**src/rtl/fibonacci_pkg.sv**
```systemverilog
// Shared types and default widths for the Fibonacci stream generator.
package fibonacci_pkg;

    localparam int FIB_DATA_W = 16;
    localparam int FIB_TERM_W = 5;

    typedef enum logic [1:0] {
        IDLE   = 2'd0,
        CALC   = 2'd1,
        OUT    = 2'd2,
        STREAM = 2'd3
    } t_fib_state;

    typedef enum logic {
        FIB_SINGLE = 1'b0,
        FIB_STREAM = 1'b1
    } t_fib_mode;

endpackage

```
**src/rtl/fibonacci_step.sv**
```systemverilog
// One Fibonacci recurrence step with per-value overflow flags.
// Define FIBONACCI_SAT_EN to saturate overflowed values to all ones.
module fibonacci_step #(
    parameter int DATA_W = 16
) (
    input  logic [DATA_W-1:0] a,
    input  logic [DATA_W-1:0] b,
    input  logic              a_ovf,
    input  logic              b_ovf,
    output logic [DATA_W-1:0] next_a,
    output logic [DATA_W-1:0] next_b,
    output logic              next_a_ovf,
    output logic              next_b_ovf
);

    logic [DATA_W:0] sum;

    assign sum        = {1'b0, a} + {1'b0, b};
    assign next_a     = b;
    assign next_a_ovf = b_ovf;
    // Sticky: once either operand has overflowed, every later value has too.
    assign next_b_ovf = a_ovf | b_ovf | sum[DATA_W];

`ifdef FIBONACCI_SAT_EN
    assign next_b = next_b_ovf ? {DATA_W{1'b1}} : sum[DATA_W-1:0];
`else
    assign next_b = sum[DATA_W-1:0];
`endif

endmodule

```
**src/rtl/fibonacci_stream.sv**
```systemverilog
// Fibonacci generator: single-value or streamed F(0)..F(n) over valid/ready.
// Optional saturation of overflowed values via macro FIBONACCI_SAT_EN.
//
// Output handshake: a beat transfers on any rising edge where out_valid and
// out_ready are both high; once out_valid rises it stays high, with
// out_result/out_last/out_overflow held stable, until that transfer happens.
module fibonacci_stream
    import fibonacci_pkg::*;
#(
    parameter int DATA_W = FIB_DATA_W,
    parameter int TERM_W = FIB_TERM_W
) (
    input  logic              clk,
    input  logic              rst_n,
    input  logic              start,
    input  logic [TERM_W-1:0] term,
    input  logic              mode,
    output logic              busy,
    output logic              out_valid,
    input  logic              out_ready,
    output logic [DATA_W-1:0] out_result,
    output logic              out_last,
    output logic              out_overflow,
    output t_fib_state        fsm_state
);

    t_fib_state        state;
    t_fib_state        next_state;
    logic [DATA_W-1:0] a;
    logic [DATA_W-1:0] b;
    logic              a_ovf;
    logic              b_ovf;
    logic [TERM_W-1:0] cnt;
    logic [TERM_W-1:0] term_q;
    logic              load;
    logic              advance;
    logic              at_last;

    logic [DATA_W-1:0] step_a;
    logic [DATA_W-1:0] step_b;
    logic              step_a_ovf;
    logic              step_b_ovf;

    fibonacci_step #(.DATA_W(DATA_W)) u_step (
        .a          (a),
        .b          (b),
        .a_ovf      (a_ovf),
        .b_ovf      (b_ovf),
        .next_a     (step_a),
        .next_b     (step_b),
        .next_a_ovf (step_a_ovf),
        .next_b_ovf (step_b_ovf)
    );

    assign at_last   = (cnt == term_q);
    assign fsm_state = state;

    always_ff @(posedge clk or negedge rst_n) begin
        if (!rst_n) begin
            state <= IDLE;
        end else begin
            state <= next_state;
        end
    end

    always_comb begin
        next_state = state;
        load       = 1'b0;
        advance    = 1'b0;
        case (state)
            IDLE: begin
                if (start) begin
                    load       = 1'b1;
                    next_state = (t_fib_mode'(mode) == FIB_STREAM) ? STREAM : CALC;
                end
            end
            CALC: begin
                if (at_last) next_state = OUT;
                else         advance    = 1'b1;
            end
            OUT: begin
                if (out_ready) next_state = IDLE;
            end
            STREAM: begin
                // Advancing on the transfer edge presents the next beat on the following cycle.
                if (out_ready) begin
                    if (at_last) next_state = IDLE;
                    else         advance    = 1'b1;
                end
            end
            default: next_state = IDLE;
        endcase
    end

    always_ff @(posedge clk or negedge rst_n) begin
        if (!rst_n) begin
            a      <= '0;
            b      <= '0;
            a_ovf  <= 1'b0;
            b_ovf  <= 1'b0;
            cnt    <= '0;
            term_q <= '0;
        end else if (load) begin
            a      <= '0;
            b      <= {{(DATA_W-1){1'b0}}, 1'b1};
            a_ovf  <= 1'b0;
            b_ovf  <= 1'b0;
            cnt    <= '0;
            term_q <= term;
        end else if (advance) begin
            a      <= step_a;
            b      <= step_b;
            a_ovf  <= step_a_ovf;
            b_ovf  <= step_b_ovf;
            cnt    <= cnt + TERM_W'(1);
        end
    end

    assign busy         = (state != IDLE);
    assign out_valid    = (state == OUT) || (state == STREAM);
    assign out_last     = (state == OUT) || ((state == STREAM) && at_last);
    assign out_result   = out_valid ? a : '0;
    assign out_overflow = out_valid & a_ovf;

endmodule

```
**config.mk**
```make
export PLATFORM = sky130hd
export DESIGN_NAME = fibonacci_stream
export DESIGN_NICKNAME = d
export VERILOG_FILES = /design/src/rtl/fibonacci_pkg.sv /design/src/rtl/fibonacci_step.sv /design/src/rtl/fibonacci_stream.sv
export SDC_FILE = /design/constraint.sdc
export NUM_CORES = 1
export LEC_CHECK = 0
export BUFFER_PORTS_ARGS = -buffer_cell sky130_fd_sc_hd__buf_2
export CAP_MARGIN = 20
export CORE_MARGIN = 4
export CORE_UTILIZATION = 40
export CTS_BUF_LIST = sky130_fd_sc_hd__clkbuf_16
export CTS_CLUSTER_DIAMETER = 120
export DETAILED_ROUTE_END_ITERATION = 10
export PLACE_DENSITY = 0.61
export SETUP_SLACK_MARGIN = 0.5
export SYNTH_ARGS = -nofsm -noshare
export SYNTH_HDL_FRONTEND = slang
export SYNTH_SLANG_ARGS = --single-unit
```
**constraint.sdc**
```tcl
create_clock -name clk -period 2.1 [get_ports clk]
set_input_delay 0.42 -clock clk [delete_from_list [all_inputs] [get_ports clk]]
set_output_delay 0.42 -clock clk [all_outputs]
set_load 0.03 [all_outputs]
```
==> flow_metrics.py <==
metrics = {
    "layout": {
        "antennaDiodeCount": 0,
        "fin_area_um2": 4390,
        "final_cell_mix": "dfrtp_1, nand2_1, buf_4, buf_6, o21ai_1",
        "fin_nets": 422,
        "final_common_cell": "dfrtp_1",
        "drive_gt1_share_pct": 47.8,
        "syn_to_final_growth_pct": 60.6,
    },
    "clocking": {
        "clk_path_buf_depth": 2,
        "clkSlewWorstSetupHoldPaths_ns": 0.07,
        "h-tree-depth": 2,
        "tritoncts": "built",
        "clock_latency_ns": 0.29,
        "clock_sinks": 46,
        "cts_root_buffer": "clkbuf_16",
        "cts_made_buffers": 5,
    },
    "yosys": {
        "syn-num-nets": 340,
        "synth-seq-cells": 46,
        "syn-instance-count": 312,
        "synth.distinct_cells": 41,
        "synth_area_per_cell_um2": 8.76,
        "synth_top_area_cell": "dfrtp_1",
        "synthFlopType": "dfrtp_1",
        "synth_edf_count": 0,
        "ys_async_sr_fraction_pct": 100,
        "ys_seq_area_share_pct": 42.1,
        "synth_top_area_share_pct": 42.1,
        "synth.top_cells.by_area": "dfrtp_1, nand2_1, o21ai_0",
        "yosysWarnings": 0,
        "synthesis.area_um2": 2730,
    },
    "sta": {
        "grt_setup_unrepaired": "yes",
        "slew_viol_final": 0,
        "hold_viol_final": 0,
        "clock_skew_ns": 0.00366,
        "post-route-min-period_ns": 2.25,
        "setup_viol_count_final": 6,
        "fin_setup_tns_ns": -0.600,
        "slew_headroom_pct": 66.9,
        "fin_crit_sh_pct": 107,
        "tightest_slew_ns": 0.497,
        "postLayoutSetupSlackWorst_ns": -0.152,
        "fmax_mhz": 444,
    },
    "critical_path": {
        "cp.arrival_ns": 2.42,
        "path_class": "reg -> reg",
        "path_max_fanout": 3,
        "cp-end-kind": "register",
        "critPathRequiredTime_ns": 2.26,
        "critPathLaunchType": "register",
    },
    "die": {
        "die_y_um": 90.7,
        "rows": 29,
        "core-area_um2": 6490,
        "initial_core_util_pct": 42.1,
        "io_pins": 32,
        "dieArea_um2": 8220,
        "die_x_um": 90.7,
    },
    "global_routing": {
        "grt_pass1_wl_um": 12500,
        "grt_pass1_vias": 2470,
        "antenna_found_initial": 0,
        "grt.total_usage_pct": 18.7,
        "grt-ovfl-total": 0,
        "grt_start_max_net_pins": 43,
    },
    "flow_run": {
        "cap_viol_max_count": 0,
    },
    "routing": {
        "drt_iter0_markers": 146,
        "routed_wl_um": 9110,
        "vias": 2671,
        "dr.pass1.iters": 4,
        "wl_per_cell_um": 19.3,
        "drc": 0,
        "drtAntennaViolNets": 0,
        "via_per_inst": 5.66,
    },
    "placed_design": {
        "io_buffers": 31,
        "post-place-ws_ns": -0.0851,
        "dp_hpwl_um": 4270,
        "placedInstanceArea_um2": 3120,
        "finalWeightedCongestion": 0.827,
    },
    "power": {
        "power.leakage_uw": 0.00211,
        "ir_drop_mv": 0.612,
        "power_density_nw_per_um2": 1640,
    },
    "worst_hold_path": {
        "hp-class": "in -> async",
    },
    "outcome": {
        "violations": "setup timing",
        "status": "finished, violations left",
    },
}
## synth_stat cells (5+ instances only)
master	n
clkbuf_1	15
dfrtp_1	46
and2_1	17
nand2_1	63
xor2_1	13
a21o_1	5
o21ai_0	44
nor2_1	9
xnor2_1	7
nand3_1	21
a21oi_1	15
ha_1	17
## kinds of logic (layout without fill, tap and decap cells)
family	after synthesis	in the layout	synth area share [%]
buffers and inverters	18	101	2.47
AOI/OAI and AO/OA	86	86	19.7
DFF	46	46	42.1
and+or+nand+nor	124	124	20.8
adders and majority gates	18	18	8.51
xor gates and xnor gates	20	20	6.41
## timing repair
item,4_1_cts,5_1_grt
setup buffers,20,14
hold buffers,0,0
endpoints found under the setup margin,64,60
gates cloned,5,4
gates resized for setup,143,54
pin swaps,38,19
## final cells by class
cell class / instances / area [um^2]
flip-flops and latches: 46 / 1150
inverters: 2 / 7.51
well taps: 77 / 96.3
clock inverters: 3 / 43.8
fillers: 456 / 2100
clock buffers: 5 / 125
multi-input cells: 248 / 1970
repair buffers: 91 / 995
## path summary, 6_finish.rpt
path,startpoint,end,slack (ns),depth (start not counted)
worst min register to register,cnt[4],cnt[4],0.49,1
worst max register to register,a[0],b[10],-0.15,8
worst max-delay path,a[0],b[10],-0.15,8
max in group asynchronous,rst_n,fsm_state[0],1.71,2
min in group clk,term[4],term_q[4],0.32,3
worst min-delay path,rst_n,a[0],0.12,2
## power breakdown
group / switching, uW / internal [uW] / leakage (uW)
Combinational: 2410 / 2430 / 0.00142
Sequential: 286 / 1150 / 0.000602
Clock: 366 / 565 / 0.0000842
## layer usage
| metal | global-route usage (%) | vias up | part of all wire [%] |
|---|---|---|---|
| li1 | - | 1263 | - |
| met1 | 25.0 | 1317 | 43 |
| met4 | 6.25 | 0 | 3.1 |
| met3 | 3.17 | 21 | 3.6 |
| met5 | 0 | - | 0 |
| met2 | 30.6 | 70 | 50 |
## worst max-delay path, stage by stage (launching register included)
cell,delay [ns]
dfrtp_1,0.40
ha_2,0.22
fa_2,0.36
a21o_4,0.23
a2111oi_4,0.41
buf_4,0.19
nor3_2,0.05
xnor2_1,0.17
o21ai_1,0.09
## state kept, by name (all words and copies together) (netlist names)
register	flops
a	16
b	16
cnt	5
term_q	5
fsm_state	2
a_ovf	1
b_ovf	1
## through the flow
stage               std cells  util, %  hold WS [ns]  power, uW
floorplan                 312        -         0.124       2940
global placement          421     48.1         0.434       3540
detailed placement        421     48.1         0.438       3600
CTS                       454     61.1         0.133       6090
global route              472     67.6         0.152       7540
finish                    472     67.6         0.125       7210
No activity file was read; power rests on OpenSTA's default activity.
